## src/rtl/trace_pkg.sv

```systemverilog
// Shared opcode/funct encodings, trace class codes and the retirement classifier
// for the instruction trace unit.
package trace_pkg;

  localparam logic [5:0] OP_RTYPE = 6'd0;
  localparam logic [5:0] OP_LW    = 6'd35;
  localparam logic [5:0] OP_SW    = 6'd43;
  localparam logic [5:0] OP_ORI   = 6'd13;
  localparam logic [5:0] OP_BEQ   = 6'd4;
  localparam logic [5:0] OP_J     = 6'd2;

  localparam logic [5:0] FN_ADD  = 6'd32;
  localparam logic [5:0] FN_SUB  = 6'd34;
  localparam logic [5:0] FN_AND  = 6'd36;
  localparam logic [5:0] FN_OR   = 6'd37;
  localparam logic [5:0] FN_SRL  = 6'd2;
  localparam logic [5:0] FN_SLT  = 6'd42;
  localparam logic [5:0] FN_JR   = 6'd8;
  localparam logic [5:0] FN_NOP  = 6'd0;
  localparam logic [5:0] FN_DIVU = 6'd27;
  localparam logic [5:0] FN_MFHI = 6'd16;
  localparam logic [5:0] FN_MFLO = 6'd18;

  localparam int CLS_W   = 5;
  localparam int NUM_CLS = 17;

  localparam logic [CLS_W-1:0] CLS_ADD     = 5'd0;
  localparam logic [CLS_W-1:0] CLS_SUB     = 5'd1;
  localparam logic [CLS_W-1:0] CLS_AND     = 5'd2;
  localparam logic [CLS_W-1:0] CLS_OR      = 5'd3;
  localparam logic [CLS_W-1:0] CLS_SRL     = 5'd4;
  localparam logic [CLS_W-1:0] CLS_SLT     = 5'd5;
  localparam logic [CLS_W-1:0] CLS_JR      = 5'd6;
  localparam logic [CLS_W-1:0] CLS_NOP     = 5'd7;
  localparam logic [CLS_W-1:0] CLS_DIVU    = 5'd8;
  localparam logic [CLS_W-1:0] CLS_MFHI    = 5'd9;
  localparam logic [CLS_W-1:0] CLS_MFLO    = 5'd10;
  localparam logic [CLS_W-1:0] CLS_LW      = 5'd11;
  localparam logic [CLS_W-1:0] CLS_SW      = 5'd12;
  localparam logic [CLS_W-1:0] CLS_ORI     = 5'd13;
  localparam logic [CLS_W-1:0] CLS_BEQ     = 5'd14;
  localparam logic [CLS_W-1:0] CLS_J       = 5'd15;
  localparam logic [CLS_W-1:0] CLS_UNKNOWN = 5'd16;

  function automatic logic [CLS_W-1:0] classify(input logic [5:0] opcode,
                                                input logic [5:0] funct);
    logic [CLS_W-1:0] cls;
    cls = CLS_UNKNOWN;
    if (opcode == OP_RTYPE) begin
      case (funct)
        FN_ADD:  cls = CLS_ADD;
        FN_SUB:  cls = CLS_SUB;
        FN_AND:  cls = CLS_AND;
        FN_OR:   cls = CLS_OR;
        FN_SRL:  cls = CLS_SRL;
        FN_SLT:  cls = CLS_SLT;
        FN_JR:   cls = CLS_JR;
        FN_NOP:  cls = CLS_NOP;
        FN_DIVU: cls = CLS_DIVU;
        FN_MFHI: cls = CLS_MFHI;
        FN_MFLO: cls = CLS_MFLO;
        default: cls = CLS_UNKNOWN;
      endcase
    end else begin
      case (opcode)
        OP_LW:   cls = CLS_LW;
        OP_SW:   cls = CLS_SW;
        OP_ORI:  cls = CLS_ORI;
        OP_BEQ:  cls = CLS_BEQ;
        OP_J:    cls = CLS_J;
        default: cls = CLS_UNKNOWN;
      endcase
    end
    return cls;
  endfunction

endpackage

```

## src/rtl/trace_fifo.sv

```systemverilog
// Show-ahead trace record FIFO with drop-new or overwrite-oldest behaviour
// when full, plus sticky overflow flag and saturating loss counter.
module trace_fifo #(
  parameter int WIDTH    = 8,
  parameter int DEPTH    = 16,
  parameter int CNT_W    = 16,
  parameter int OVR_MODE = 0
) (
  input  logic                     clk,
  input  logic                     rst,
  input  logic                     clr,
  input  logic                     push,
  input  logic                     ready,
  input  logic [WIDTH-1:0]         wdata,
  output logic                     valid,
  output logic [WIDTH-1:0]         rdata,
  output logic [$clog2(DEPTH):0]   level,
  output logic                     overflow,
  output logic [CNT_W-1:0]         drop_cnt
);

  localparam int AW = $clog2(DEPTH);

  logic [WIDTH-1:0] mem_q [DEPTH];
  logic [AW:0]      wr_q, wr_d;
  logic [AW:0]      rd_q, rd_d;
  logic             ovf_q, ovf_d;
  logic [CNT_W-1:0] drop_q, drop_d;
  logic             wr_en;
  logic             full;
  logic             pop;

  assign level    = wr_q - rd_q;
  assign valid    = (level != '0);
  assign full     = (level == (AW+1)'(DEPTH));
  assign pop      = valid && ready;
  assign overflow = ovf_q;
  assign drop_cnt = drop_q;
  assign rdata    = valid ? mem_q[rd_q[AW-1:0]] : '0;

  always_comb begin
    wr_d   = wr_q;
    rd_d   = rd_q;
    ovf_d  = ovf_q;
    drop_d = drop_q;
    wr_en  = 1'b0;
    if (clr) begin
      wr_d   = '0;
      rd_d   = '0;
      ovf_d  = 1'b0;
      drop_d = '0;
    end else begin
      if (pop) rd_d = rd_q + (AW+1)'(1);
      if (push) begin
        if (!full || pop) begin
          wr_en = 1'b1;
        end else begin
          // Full with no pop: the record is lost either way, only which one differs.
          ovf_d = 1'b1;
          if (drop_q != '1) drop_d = drop_q + CNT_W'(1);
          if (OVR_MODE != 0) begin
            wr_en = 1'b1;
            rd_d  = rd_q + (AW+1)'(1);
          end
        end
      end
      if (wr_en) wr_d = wr_q + (AW+1)'(1);
    end
  end

  always_ff @(posedge clk or negedge rst) begin
    if (!rst) begin
      wr_q   <= '0;
      rd_q   <= '0;
      ovf_q  <= 1'b0;
      drop_q <= '0;
    end else begin
      wr_q   <= wr_d;
      rd_q   <= rd_d;
      ovf_q  <= ovf_d;
      drop_q <= drop_d;
    end
  end

  // Record storage carries data only; emptiness comes from the pointers.
  always_ff @(posedge clk) begin
    if (wr_en) mem_q[wr_q[AW-1:0]] <= wdata;
  end

endmodule

```

## src/rtl/instr_trace_unit.sv

```systemverilog
// Retirement tracer: classifies retiring instructions, keeps per-class event
// counters and buffers cycle-stamped records in a trace FIFO.
module instr_trace_unit
  import trace_pkg::*;
#(
  parameter int PC_W     = 32,
  parameter int DATA_W   = 32,
  parameter int DEPTH    = 16,
  parameter int STAMP_W  = 16,
  parameter int CNT_W    = 16,
  parameter int OVR_MODE = 0
) (
  input  logic                   clk,
  input  logic                   rst,
  input  logic                   en,
  input  logic                   clr,
  input  logic                   ret_valid,
  input  logic [PC_W-1:0]        ret_pc,
  input  logic [5:0]             ret_opcode,
  input  logic [5:0]             ret_funct,
  input  logic [DATA_W-1:0]      ret_wd,
  output logic                   tr_valid,
  input  logic                   tr_ready,
  output logic [PC_W-1:0]        tr_pc,
  output logic [4:0]             tr_class,
  output logic [DATA_W-1:0]      tr_wd,
  output logic [STAMP_W-1:0]     tr_stamp,
  output logic [$clog2(DEPTH):0] level,
  output logic                   overflow,
  output logic [CNT_W-1:0]       drop_cnt,
  input  logic [4:0]             cnt_sel,
  output logic [CNT_W-1:0]       cnt_val
);

  localparam int REC_W = STAMP_W + PC_W + CLS_W + DATA_W;

  logic [STAMP_W-1:0] stamp_q, stamp_d;
  logic [CLS_W-1:0]   cls;
  logic               push;
  logic [REC_W-1:0]   rec_in, rec_out;
  logic [CNT_W-1:0]   cnt_q [NUM_CLS];
  logic [CNT_W-1:0]   cnt_d [NUM_CLS];

  assign cls     = classify(ret_opcode, ret_funct);
  assign push    = en && ret_valid;
  assign stamp_d = stamp_q + STAMP_W'(1);
  assign rec_in  = {stamp_q, ret_pc, cls, ret_wd};

  always_ff @(posedge clk or negedge rst) begin
    if (!rst) stamp_q <= '0;
    else      stamp_q <= stamp_d;
  end

  // Class counters advance on every push, including ones the FIFO later drops.
  always_comb begin
    for (int k = 0; k < NUM_CLS; k++) cnt_d[k] = cnt_q[k];
    if (clr) begin
      for (int k = 0; k < NUM_CLS; k++) cnt_d[k] = '0;
    end else if (push && (cnt_q[cls] != '1)) begin
      cnt_d[cls] = cnt_q[cls] + CNT_W'(1);
    end
  end

  always_ff @(posedge clk or negedge rst) begin
    if (!rst) begin
      for (int k = 0; k < NUM_CLS; k++) cnt_q[k] <= '0;
    end else begin
      for (int k = 0; k < NUM_CLS; k++) cnt_q[k] <= cnt_d[k];
    end
  end

  always_comb begin
    cnt_val = '0;
    if (cnt_sel < CLS_W'(NUM_CLS)) cnt_val = cnt_q[cnt_sel];
  end

  trace_fifo #(
    .WIDTH    (REC_W),
    .DEPTH    (DEPTH),
    .CNT_W    (CNT_W),
    .OVR_MODE (OVR_MODE)
  ) u_fifo (
    .clk      (clk),
    .rst      (rst),
    .clr      (clr),
    .push     (push),
    .ready    (tr_ready),
    .wdata    (rec_in),
    .valid    (tr_valid),
    .rdata    (rec_out),
    .level    (level),
    .overflow (overflow),
    .drop_cnt (drop_cnt)
  );

  assign {tr_stamp, tr_pc, tr_class, tr_wd} = rec_out;

endmodule

```

## config.mk

```make
export PLATFORM = sky130hd
export DESIGN_NAME = instr_trace_unit
export DESIGN_NICKNAME = d
export VERILOG_FILES = /design/src/rtl/trace_pkg.sv /design/src/rtl/trace_fifo.sv /design/src/rtl/instr_trace_unit.sv
export SDC_FILE = /design/constraint.sdc
export NUM_CORES = 2
export LEC_CHECK = 0
export ABC_CLOCK_PERIOD_IN_PS = 7300
export CAP_MARGIN = 30
export CORE_MARGIN = 2
export CORE_UTILIZATION = 38
export CTS_CLUSTER_DIAMETER = 60
export DETAILED_ROUTE_END_ITERATION = 10
export GPL_ROUTABILITY_DRIVEN = 0
export GPL_TIMING_DRIVEN = 0
export PLACE_DENSITY_LB_ADDON = 0.05
export SYNTH_ARGS = -nofsm -noshare
export SYNTH_HDL_FRONTEND = slang
export SYNTH_HIERARCHICAL = 1
export SYNTH_SLANG_ARGS = --single-unit
```

## constraint.sdc

```tcl
create_clock -name clk -period 7.3 [get_ports clk]
set_input_delay 2.19 -clock clk [delete_from_list [all_inputs] [get_ports clk]]
set_output_delay 2.19 -clock clk [all_outputs]
set_load 0.1 [all_outputs]
```

# After elaboration in Yosys (flattened, before gate mapping)
# Memory sizes are Yosys's and may differ from the RTL's.
# Cells that the tools add are included.
# totals
ff_bits,315
latch_bits,0
ramBits,1360
rom_bits,0
output_inout_bits,124
mem_count,1
# memory_table
name,depth,word_bits,rd,rd_clocked_by_memory_dff,write_ports,line,rtl
u_fifo.mem_q,16,85,1,0,1,trace_fifo.sv:24,logic [WIDTH-1:0] mem_q [DEPTH];
# classes
add_sub_neg,6
n_mul,0
div,0
n_lt_le_gt_ge,4
eq_ne,19
shifts,0
mux,33
n_bitwise,2
reduce_logical,16
# ops
op,count
$mux 272,2
$bwmux 272,1
$bmux 16 s5,2
$mux 16,10
$mux 85,1
$demux 16 s5,1
$pmux 5 s11,1
$add 16x1->16 const B,3
$eq 6x6->1 const B,7
$ne 16x16->1 const B,2
$mux 5,5
$pmux 5 s5,1
$eq 6x5->1 const B,3
$eq 6x2->1 const B,2
$eq 6x4->1 const B,2
$ge 6x6->1 const B,2
$logic_not 6->1,2
$not 5->6,2
$add 5x1->5 const B,2
$reduce_bool 2->1,5
$mux 1,9
$eq 6x3->1 const B,1
$lt 6x1->1 const B,1
$eq 5x5->1 const B,1
9 further kinds,12

# Longest topological paths before layout
# logic_depth
depth_word,11
ltp_mapped,23

# Hierarchy
# Netlist, hierarchy kept.
# by_module_without_submodules
module,n_inst,cells_each,area_each_um2,seq_area_each_um2
trace_fifo,1,2187,53177.3,41514.8
instr_trace_unit,1,1838,17819.6,7206.9

# Worst setup path after synthesis
# No wires, ideal clock.
# synth_timing
kind,register to register
startpoint,reg u_fifo.rd_q[1]
endpoint,mem u_fifo/mem_q[2][0] in the netlist's numbering (enable)
setup_time_ns,0.529
arrival_ns,7.997
t_required_ns,6.771
path_slack_ns,-1.226
stages_incl_launch_ff,14
period_less_slack_ns,8.526
cell_sequence,dfrtp_1 -> clkbuf_1 -> clkbuf_1 -> clkbuf_1 -> inv_1 -> fa_1 -> xor2_1 -> nand4b_1 -> and2_4 -> buf_6 -> o21ai_0 -> or2_2 -> clkbuf_1 -> nor2_1
# synth_via
elab_chain_cells,10
elab_cells_between_ends,12
classes_between,add/sub: 1; eq/ne: 1; mux: 6; reduce/logical: 4
# synth_lines
item,line,rtl
from (decl),trace_fifo.sv:26,"logic [AW:0] rd_q, rd_d;"
from (signal assigned),trace_fifo.sv:79,rd_q <= rd_d;
$sub 5x5->5 (*),trace_fifo.sv:33,assign level = wr_q - rd_q;
named net level[2],instr_trace_unit.sv:28,"output logic [$clog2(DEPTH):0] level,"
$eq 5x5->1 / $reduce_bool 5->1 (equally long branches),"trace_fifo.sv:35, trace_fifo.sv:34",
$logic_not 1->1 / $logic_and 1x1->1 (equally long branches),"trace_fifo.sv:55, trace_fifo.sv:36",
$logic_or 1x1->1 (*),trace_fifo.sv:55,if (!full || pop) begin
$mux 1 (*),trace_fifo.sv:55,
$mux 1 (*),trace_fifo.sv:54,if (push) begin
$mux 1 (*) (2 in series),trace_fifo.sv:47,if (clr) begin
$mux 1 (*),trace_fifo.sv:87,if (wr_en) mem_q[wr_q[AW-1:0]] <= wdata;
$mux 1 (implied by the code) (*),trace_fifo.sv:87,
to (decl),trace_fifo.sv:24,
# Mark *: on every way through the listed nets, which the timed path passes. The rest lies on a longest branch. The select of a mux whose other input is x is not followed.

# Worst setup path in the final report
# layout_timing
startpoint,in cnt_sel[4]
endpoint,out cnt_val[7]
# layout_via
elab_chain_cells,5
elab_cells_between_ends,6
classes_between,order compare: 1; mux: 4; bitwise: 1
# layout_lines
item,line,rtl
from (decl),instr_trace_unit.sv:31,"input logic [4:0] cnt_sel,"
$not 5->6 (implied by the code),instr_trace_unit.sv:74,if (cnt_sel < CLS_W'(NUM_CLS)) cnt_val = cnt_q[cnt_sel];
$bmux 16 s5,instr_trace_unit.sv:74,
$mux 16 (implied by the code) (2 in series),instr_trace_unit.sv:74,
$mux 16 (*),instr_trace_unit.sv:74,
to (decl),instr_trace_unit.sv:32,output logic [CNT_W-1:0] cnt_val
# Mark *: on every way between the ends. The rest lies on a longest branch, timed or not. The select of a mux whose other input is x is not followed.

==> reports/results.txt <==
post-synthesis register bit count = 1,675
Synth-to-Final Area Change = 20.49%
count of cell types in the netlist = 92
Longest Clk Path Bufs = 3
first-iteration detailed-routing DRC count = 4,182
IO Port Bufs = 203
Pwr Density = 332.3 nW/um^2
EDFF count, synth = 1,360
layout cell share with drive strength beyond 1 = 28.22%
fill cell count = 15,979
area of the mapped netlist = 71,000 um^2
Die Ht = 436.2 um
Slew HR = 25.73%
worst r2r path cells = 15
Max H-tree Level = 4
CTS Root Cell = clkbuf_16
later-pin clock latency in the skew report = 0.83 ns
asr flop ratio synth = 18.81%
Reg2Reg Setup Slack = 1.70 ns
Worst R2R End = u_fifo/mem_q[6][52]$_DFFE_PP_
number of global-route vias before repair = 43,102
Post-Route WL = 237,800 um
die width = 436.2 um
Fin Clk Skew = 0.03003 ns
Cell Area, Placed = 79,120 um^2
Mapped Cells = 4,025
Placement Rows = 158
CTS clock-pin slew for the worst setup and hold paths = 0.06 ns
final hold viol count = 0
Avg WL per Cell = 32.90 um
routed vias/inst = 5.895
maximum clock rate = 136.2 MHz
Worst Tran Pin Value = 1.114 ns
core area = 185,600 um^2
hold depth = 2
WP depth = 7
Residual DRC = 0
GR Overflow Total = 0
router iterations before antenna repair = 7
syn_nets = 4,125
initial antenna violation count = 24
Hold WC Path Type = reg2reg
post-route clock period utilization = 100.6%
CTS buffer count = 189
die footprint = 190,300 um^2
CP peak stage delay = 0.86 ns
CP required = 5.11 ns
I/O pin total = 211
Post-Syn Area per Cell = 17.64 um^2
Initial Utilization = 38.25%
FF/Latch Area = 48,720 um^2
Min Hold Slack = 0.5586 ns
TritonCTS clock tree = built
GRT Overall Usage = 24.96%
family with the most delay on the worst path = buffers and inverters
post-detailed-route count of antenna-violating nets = 0
Pleak = 27.91 nW
CTS Sinks = 1,675
HPWL after detailed placement = 163,700 um
CP bufs+invs = 4
Final Power = 28.43 mW
Crit Path Max Fanout = 10
most frequent cells in the layout = edfxtp_1, mux4_2, dfrtp_1, a21oi_1, clkbuf_16
failing checks = setup timing
Min-Delay Endpoint = u_fifo/overflow$_DFFE_PN0P_
Crit-path slowest cell = clkdlybuf4s50_1
fin. max-slew vios = 0
Final #Nets = 4,689
commonest non-fill, non-tap cell in the layout = edfxtp_1
Syn. warnings = 6
Setup crit start kind = input port
first-pass GRT wire length = 336,700 um
max_cap viols = 0
crit path time final = 7.341 ns
largest net degree at the start of global routing = 106
VDD IR-drop max = 0.5149 mV
Critical Path AT = 5.15 ns
Final setup viols = 4
Worst Hold Launch = u_fifo/overflow$_DFFE_PN0P_
Worst setup EP type = output pin
cells along the critical path = clkdlybuf4s50_1, and2_1, clkbuf_1, clkbuf_2, nand2_1, o21ai_0, buf_2
post-route cell area = 85,540 um^2
setup TNS = -0.06839 ns
Main synth FF type = edfxtp_1
critical path class = in2out
setup slack after layout = -0.04126 ns
worst reg2reg path startpoint = u_fifo/rd_q[3]$_DFFE_PN0P_
sequential area share after synthesis = 68.63%
area occupied by multi-input gates = 21,190 um^2
Vias = 42,616
status = finished with violations
==> routing by layer <==
| layer | global-route usage, % | part of all wire (%) |
|---|---|---|
| met4 | 8.522 | 3.6 |
| met1 | 34.83 | 43 |
| met5 | 0 | 0.032 |
| met3 | 4.984 | 6.8 |
| met2 | 39.13 | 47 |
==> state kept, by name (all words and copies together) (netlist names) <==
| register | cells |
|---|---|
| u_fifo/mem_q | 1360 |
| cnt_q | 272 |
| stamp_q | 16 |
| u_fifo/drop_cnt | 16 |
| u_fifo/rd_q | 5 |
| u_fifo/wr_q | 5 |
| u_fifo/overflow | 1 |
==> Yosys cell counts (all sizes together), types with 7 or more instances <==
cell | n | area, um^2
a41oi | 8 | 77.58
edfxtp | 1360 | 40840
and2 | 10 | 65.06
nand2 | 171 | 644.4
a22oi | 10 | 80.07
a31oi | 65 | 406.6
a21oi | 222 | 1111
ha | 12 | 150.1
and3 | 12 | 75.07
a311oi | 31 | 271.5
o211ai | 14 | 110.1
mux4 | 506 | 11400
o21ai | 88 | 440.4
buf | 126 | 740.7
dfrtp | 315 | 7883
xor2 | 10 | 87.58
nor2 | 151 | 571.8
xnor2 | 23 | 209.0
nor4 | 34 | 265.3
nand4 | 24 | 162.7
nand3 | 90 | 450.4
a21o | 11 | 82.58
clkbuf | 180 | 679.4
nor2b | 89 | 556.8
a211oi | 123 | 963.4
nor3 | 80 | 425.4
inv | 40 | 150.1
mux2 | 7 | 78.83
or3 | 13 | 81.33
mux2i | 98 | 980.9
==> metrics by stage <==
stage / worst slack [ns] / utilization (%) / instances
after global routing: -0.0006004 / 46.08 / 7228
after floorplan: -1.226 / - / 4025
final: -0.04126 / 46.08 / 7229
after global placement: -11.50 / 41.01 / 6708
after detailed placement: -2.759 / 42.62 / 6867
after CTS: 0.0003619 / 45.95 / 7218
==> logic make-up (layout without fill, tap and decap cells) <==
logic type	Yosys count	in the layout	synth area share (%)
multiplexers	611	611	17.54
AND/OR/NAND/NOR	718	718	5.224
XOR/XNOR	33	33	0.4177
flip-flops	1675	1675	68.63
AO/OA/AOI/OAI	628	628	5.733
other	0	4	0
buffers and inverters	347	1067	2.217
adder cells (fa/ha/maj)	13	13	0.2397
==> report_power, final <==
| part | internal [mW] | switching (mW) |
|---|---|---|
| registers | 10.4 | 0.0299 |
| clock network | 5.30 | 3.93 |
| logic | 2.72 | 6.08 |
| total | 18.4 | 10.0 |
==> tightest hold or removal path, cell delays in order, from the launching register on <==
cell and delay [ns]:
dfrtp_1 0.38, a21oi_1 0.05, nor2_1 0.09
==> worst max-delay path by stage <==
stage / startpoint / endpoint / slack [ns]
2_1_floorplan: u_fifo/rd_q[1]$_DFFE_PN0P_ / u_fifo/mem_q[2][0]$_DFFE_PP_ / -1.23
3_3_place_gp: rst / stamp_q[15]$_DFF_PN0_ / -11.50
3_5_place_dp: ret_funct[5] / cnt_q[11]$_DFFE_PN0P_ / -2.76
4_1_cts: cnt_sel[0] / cnt_val[7] / 0.0004
5_1_grt: ret_opcode[0] / cnt_q[78]$_DFFE_PN0P_ / -0.0006
6_report: cnt_sel[4] / cnt_val[7] / -0.04
==> timing repair <==
action                                 4_1_cts  5_1_grt
endpoints found under the hold margin        0        0
resized for setup                          565       91
hold buffers                                 0        0
setup endpoints to repair                  378      322
setup buffers                               11        9
pin swaps                                    5        5
==> cell type report <==
cell class | count | share of cell area [%]
repair buffers | 379 | 5.549
well taps | 2480 | 3.627
clock buffers | 241 | 5.924
multi-input cells | 2003 | 24.77
diodes | 4 | 0.01170
inverters | 41 | 0.1843
flip-flops and latches | 1675 | 56.96
plain buffers | 300 | 1.906
clock inverters | 106 | 1.074
No activity file was read; power rests on OpenSTA's default activity.
